===== config.mk =====
export PLATFORM = sky130hd
export DESIGN_NAME = calc_keypad_ctrl
export DESIGN_NICKNAME = d
export VERILOG_FILES = /design/src/rtl/calc_keypad_ctrl.sv
export SDC_FILE = /design/constraint.sdc
export NUM_CORES = 2
export LEC_CHECK = 0
export CAP_MARGIN = 20
export CORE_MARGIN = 2
export CORE_UTILIZATION = 56
export CTS_BUF_LIST = sky130_fd_sc_hd__clkbuf_8
export DETAILED_ROUTE_END_ITERATION = 16
export HOLD_SLACK_MARGIN = 0.15
export PLACE_DENSITY = 0.81
export SETUP_SLACK_MARGIN = 0.1
export SKIP_CTS_REPAIR_TIMING = 1
export SYNTH_ARGS = -nofsm -noshare
export SYNTH_HDL_FRONTEND = slang
export SYNTH_SLANG_ARGS = --single-unit
export TNS_END_PERCENT = 100

===== constraint.sdc =====
create_clock -name clk_in -period 6.45 [get_ports clk_in]
set_input_delay 1.29 -clock clk_in [delete_from_list [all_inputs] [get_ports clk_in]]
set_output_delay 1.29 -clock clk_in [all_outputs]
set_load 0.01 [all_outputs]

===== src/rtl/calc_keypad_ctrl.sv =====
// Four-function keypad calculator: cursor-driven 4x4 keypad, 32-char input buffer,
// left-to-right unsigned evaluation scanning one buffered character per cycle.
module calc_keypad_ctrl #(
    parameter int MAX_LEN = 32
) (
    input  logic                   clk_in,
    input  logic                   sys_rst_n,
    input  logic                   btn_up,
    input  logic                   btn_down,
    input  logic                   btn_left,
    input  logic                   btn_right,
    input  logic                   btn_sel,
    output logic [3:0]             cursor_x,
    output logic [3:0]             cursor_y,
    output logic [8*MAX_LEN-1:0]   disp_str_flat,
    output logic [31:0]            result,
    output logic                   calc_done
);

    localparam int IDX_W = $clog2(MAX_LEN);
    localparam int LEN_W = IDX_W + 1;
    localparam logic [LEN_W-1:0] LEN_MAX = LEN_W'(MAX_LEN);

    typedef enum logic [1:0] {ST_INPUT, ST_EVAL, ST_DONE} state_t;

    state_t             state, state_nxt;
    logic [7:0]         char_buf [MAX_LEN];
    logic [LEN_W-1:0]   len;
    logic [LEN_W-1:0]   idx;
    logic [31:0]        acc;
    logic [31:0]        operand;
    logic [7:0]         op;

    function automatic logic [7:0] key_char(input logic [1:0] row, input logic [1:0] col);
        case ({row, col})
            4'h0: key_char = 8'h31;  4'h1: key_char = 8'h32;
            4'h2: key_char = 8'h33;  4'h3: key_char = 8'h2B;
            4'h4: key_char = 8'h34;  4'h5: key_char = 8'h35;
            4'h6: key_char = 8'h36;  4'h7: key_char = 8'h2D;
            4'h8: key_char = 8'h37;  4'h9: key_char = 8'h38;
            4'hA: key_char = 8'h39;  4'hB: key_char = 8'h2A;
            4'hC: key_char = 8'h43;  4'hD: key_char = 8'h30;
            4'hE: key_char = 8'h3D;  default: key_char = 8'h42;
        endcase
    endfunction

    function automatic logic is_digit(input logic [7:0] ch);
        is_digit = (ch >= 8'h30) && (ch <= 8'h39);
    endfunction

    function automatic logic [31:0] apply_op(input logic [31:0] a, input logic [7:0] o,
                                             input logic [31:0] b);
        case (o)
            8'h2D:   apply_op = a - b;
            8'h2A:   apply_op = a * b;
            default: apply_op = a + b;
        endcase
    endfunction

    // sel decodes the cursor as registered before this edge
    logic [7:0] sel_char;
    logic       sel_digop, sel_clear, sel_back, sel_eq;
    logic [7:0] scan_char;

    assign sel_char  = key_char(cursor_y[1:0], cursor_x[1:0]);
    assign sel_digop = is_digit(sel_char) || sel_char == 8'h2B || sel_char == 8'h2D
                       || sel_char == 8'h2A;
    assign sel_clear = sel_char == 8'h43;
    assign sel_back  = sel_char == 8'h42;
    assign sel_eq    = sel_char == 8'h3D;
    assign scan_char = char_buf[idx[IDX_W-1:0]];

    always_ff @(posedge clk_in or negedge sys_rst_n) begin
        if (!sys_rst_n) begin
            cursor_x <= 4'd0;
            cursor_y <= 4'd0;
        end else begin
            if (btn_up)         cursor_y <= {2'b00, cursor_y[1:0] - 2'd1};
            else if (btn_down)  cursor_y <= {2'b00, cursor_y[1:0] + 2'd1};
            if (btn_left)       cursor_x <= {2'b00, cursor_x[1:0] - 2'd1};
            else if (btn_right) cursor_x <= {2'b00, cursor_x[1:0] + 2'd1};
        end
    end

    always_ff @(posedge clk_in or negedge sys_rst_n) begin
        if (!sys_rst_n) state <= ST_INPUT;
        else            state <= state_nxt;
    end

    always_comb begin
        state_nxt = state;
        case (state)
            ST_INPUT: if (btn_sel && sel_eq) state_nxt = ST_EVAL;
            ST_EVAL:  if (idx == len) state_nxt = ST_DONE;
            ST_DONE:  if (btn_sel && !sel_eq) state_nxt = ST_INPUT;
            default:  state_nxt = ST_INPUT;
        endcase
    end

    logic act_clear, act_write, act_back, act_start, act_step, act_finish, act_cdone_clr;

    always_comb begin
        act_clear     = 1'b0;
        act_write     = 1'b0;
        act_back      = 1'b0;
        act_start     = 1'b0;
        act_step      = 1'b0;
        act_finish    = 1'b0;
        act_cdone_clr = 1'b0;
        case (state)
            ST_INPUT: if (btn_sel) begin
                act_write = sel_digop && (len < LEN_MAX);
                act_back  = sel_back && (len != '0);
                act_clear = sel_clear;
                act_start = sel_eq;
            end
            ST_EVAL: begin
                act_finish = (idx == len);
                act_step   = (idx != len);
            end
            ST_DONE: if (btn_sel) begin
                act_clear     = sel_digop || sel_clear;
                act_write     = sel_digop;
                act_cdone_clr = sel_back;
            end
            default: ;
        endcase
    end

    // a clear and a write on the same edge restart the buffer at index 0
    logic [LEN_W-1:0] wr_idx;
    assign wr_idx = act_clear ? '0 : len;

    always_ff @(posedge clk_in or negedge sys_rst_n) begin
        if (!sys_rst_n) begin
            for (int i = 0; i < MAX_LEN; i++) char_buf[i] <= 8'h20;
            len       <= '0;
            idx       <= '0;
            acc       <= '0;
            operand   <= '0;
            op        <= 8'h2B;
            result    <= '0;
            calc_done <= 1'b0;
        end else begin
            for (int i = 0; i < MAX_LEN; i++) begin
                if (act_write && LEN_W'(i) == wr_idx)               char_buf[i] <= sel_char;
                else if (act_clear)                                 char_buf[i] <= 8'h20;
                else if (act_back && LEN_W'(i) == len - LEN_W'(1))  char_buf[i] <= 8'h20;
            end
            if (act_write)     len <= wr_idx + LEN_W'(1);
            else if (act_clear) len <= '0;
            else if (act_back)  len <= len - LEN_W'(1);

            if (act_start) begin
                idx     <= '0;
                acc     <= '0;
                operand <= '0;
                op      <= 8'h2B;
            end else if (act_step) begin
                idx <= idx + LEN_W'(1);
                if (is_digit(scan_char)) begin
                    operand <= operand * 32'd10 + {28'd0, scan_char[3:0]};
                end else begin
                    acc     <= apply_op(acc, op, operand);
                    op      <= scan_char;
                    operand <= '0;
                end
            end

            if (act_finish) begin
                result    <= apply_op(acc, op, operand);
                calc_done <= 1'b1;
            end else if (act_clear || act_write || act_cdone_clr) begin
                calc_done <= 1'b0;
            end
        end
    end

    always_comb begin
        disp_str_flat = '0;
        for (int i = 0; i < MAX_LEN; i++) disp_str_flat[i*8 +: 8] = char_buf[i];
    end

endmodule


==> impl_metrics.toml <==
[outcome]
status = "finished, violations left"
violations = "negative setup slack"

[logic_synthesis]
netlist_area_um2 = 36370
yosysSeqAreaShare_pct = 23.93
synth-edff-count = 0
synth_cell_types = 90
async_flop_share_pct = 100.0
synth_ff_type = "dfrtp_1"
synthCells = 3739
ys.warnings.count = 0
synthTopCellsByArea = "fa_1 23%, dfrtp_1 21%, ha_1 7.9%"
synth_seq_cells = 346
yosysTopAreaCell = "fa_1"
synth_top_area_share_pct = 22.63
synthesis.area_per_instance_um2 = 9.726

[die]
die_area_um2 = 66990
core-area_um2 = 64350
start_util_pct = 56.51
die_h_um = 258.8
ios = 304
dieWidth_um = 258.8
row_count = 93

[min_path]
hold_end = "op[5]"
min_path_type = "flip-flop to flip-flop"
min_from = "op[5]"
whs_path_depth = 2

[timing]
rsz0062_at_grt = "true"
drv_slew = 0
clock.fmax_mhz = 144.2
period_minus_slack_ns = 6.934
final_hold_viol_count = 0
post-route-worst-setup-slack_ns = -0.4839
tightestPinTransition_ns = 1.211
setup_viol = 31
period_share_pct = 107.5
worst_hold_slack_ns = 0.4778
skew_ns = 0.02626
max-slew-margin-rel_pct = 19.24
finalSetupTns_ns = -9.790

[clock_network]
cts_buffer_depth = 3
cts_tree = "yes"
cts_root_buf = "clkbuf_8"
clk_latency_ns = 0.67
clkTransAtPathRegs_ns = 0.07
cts_buffers = 54
clock_sinks = 346
htree_levels = 2

[pwr]
clkPwrFrac_pct = 16.9
internal-power_mw = 7.308
max-vdd-ir-drop_mv = 0.3385
p_seq_share_pct = 27.3
power_switching_mw = 5.993
leakage_nw = 20.61
power_frac_comb_pct = 55.8
switching_share_pct = 45.06
power_density_nw_per_um2 = 305.2

[route]
vias = 30033
drt_iter0_drc = 2653
drc_errors = 0
wl_mm = 114.5
ant_nets = 0
first_pass_iters = 6
viasPerCell = 5.960
routedWlPerCell_um = 22.71

[global_route]
grt_overflow_total = 0
grt_antenna_before_repair = 2
grt_max_degree = 132
grt_pass1_wl_mm = 176.0
grt_pass1_vias = 31033
grt_usage_pct = 33.95

[placement]
hpwl_mm = 89.89
port_buffers = 267
post-place-ws_ns = -0.6443
gp_congestion = 1.009
dp.cells = 4912

[layout]
nets = 4785
drive_gt1_share_pct = 15.06
final_cell_mix = "421 x inv_1, 401 x fa_1, 394 x nand2_1"
fillCellCount = 4670
layout_commonest_cell = "inv_1"
areaGrowthSynthToFinish_pct = 19.82
final_cells = 5039

[worst_setup_path]
crit-reg2reg-launch = "operand[2]"
rr_worst_depth = 23
critical_path_class = "flip-flop to flip-flop"
startpoint_type = "flip-flop"
crit_path_end_kind = "flip-flop"
worstPathRequired_ns = 7.02
critPathMaxFanout = 19
rrSetupSlack_ns = -0.48
critPathArrivalTime_ns = 7.50
r2r-end = "result[29]"

[flow_run]
maxCapViolations = 0
==> metrics by stage <==
stage | util (%) | area (µm²) | power, mW
after floorplan | - | 36740 | 7.309
after global placement | 64.72 | 41650 | 10.58
after detailed placement | 64.72 | 41650 | 10.66
after CTS | 66.74 | 42950 | 12.95
after global routing | 67.72 | 43580 | 13.89
final | 67.72 | 43580 | 13.30
==> power groups by stage <==
stage	combinational [mW]	clock [mW]	sequential [mW]
after floorplan	3.91	0	3.40
after global placement	6.97	0	3.61
after detailed placement	7.05	0	3.61
after CTS	7.10	2.25	3.60
after global routing	7.85	2.35	3.69
final	7.43	2.24	3.63
==> sequential cells by signal, summed over array words and instances (netlist names) <==
register       count
disp_str_flat    224
acc               32
operand           32
result            32
op                 7
idx                6
len                6
cursor_x           2
cursor_y           2
state              2
calc_done          1
==> cell type report <==
class,instances,area [µm²],share of cell area [%]
clock buffers,71,977.2,2.243
diodes,2,5.005,0.01149
clock inverters,29,320.3,0.7351
flip-flops and latches,346,8732,20.04
inverters,416,1562,3.583
repair buffers,551,5223,11.98
multi-input cells,2769,25690,58.95
well taps,855,1070,2.455
==> per-layer routing <==
metal	track usage [%]	vias to the layer above	share of wire, %
met5	0	-	0
li1	-	13143	-
met2	55.31	1506	47
met4	18.05	0	6.2
met3	7.923	333	9.3
met1	42.17	15051	37
==> cells in the mapped netlist, drive strengths merged (24+ instances only) <==
cell type	n
fa	411
nand2	395
a22o	126
nor2	123
clkbuf	185
xor2	77
ha	229
o21ai	181
buf	57
and3	24
nand3	75
a21o	40
mux4	70
a21oi	90
and2	343
o31ai	39
dfstp	36
dfrtp	310
a211oi	30
nor3	41
inv	416
nand2b	51
xnor2	133
==> cells by family (layout without fill, tap and decap cells) <==
| logic type | Yosys count | in the layout | share of synthesized area [%] |
|---|---|---|---|
| AO/OA/AOI/OAI | 631 | 631 | 11.90 |
| XOR/XNOR | 210 | 210 | 5.058 |
| adder cells (fa/ha/maj) | 640 | 640 | 30.50 |
| buffers and inverters | 659 | 1067 | 7.287 |
| flip-flops | 346 | 346 | 23.93 |
| multiplexers | 92 | 92 | 4.972 |
| other | 1 | 38 | 0.01031 |
| AND/OR/NAND/NOR | 1160 | 1160 | 16.33 |
==> worst max-delay path by stage <==
stage / depth (start not counted) / from / to
global placement: 23 / operand[6] / result[31]
CTS: 21 / operand[9] / result[31]
detailed placement: 21 / operand[9] / result[31]
floorplan: 25 / operand[2] / result[26]
global route: 22 / acc[19] / result[31]
finish: 23 / operand[2] / result[29]
==> worst max-delay path, cell delays in order (launching register included) <==
cell      delay (ns)
dfrtp_1         0.42
buf_12          0.17
and2_1          0.18
fa_1            0.54
inv_1           0.05
fa_1            0.47
fa_1            0.54
fa_1            0.55
inv_1           0.05
fa_1            0.46
fa_2            0.58
fa_1            0.45
fa_1            0.62
ha_4            0.22
o21a_1          0.17
o21ai_1         0.16
nand2b_1        0.10
a21oi_2         0.17
o21ai_2         0.10
a41oi_2         0.26
xnor2_1         0.16
nand2_1         0.12
and3_4          0.19
o21ai_1         0.12
Note: power is estimated with default switching activity, not from simulation.
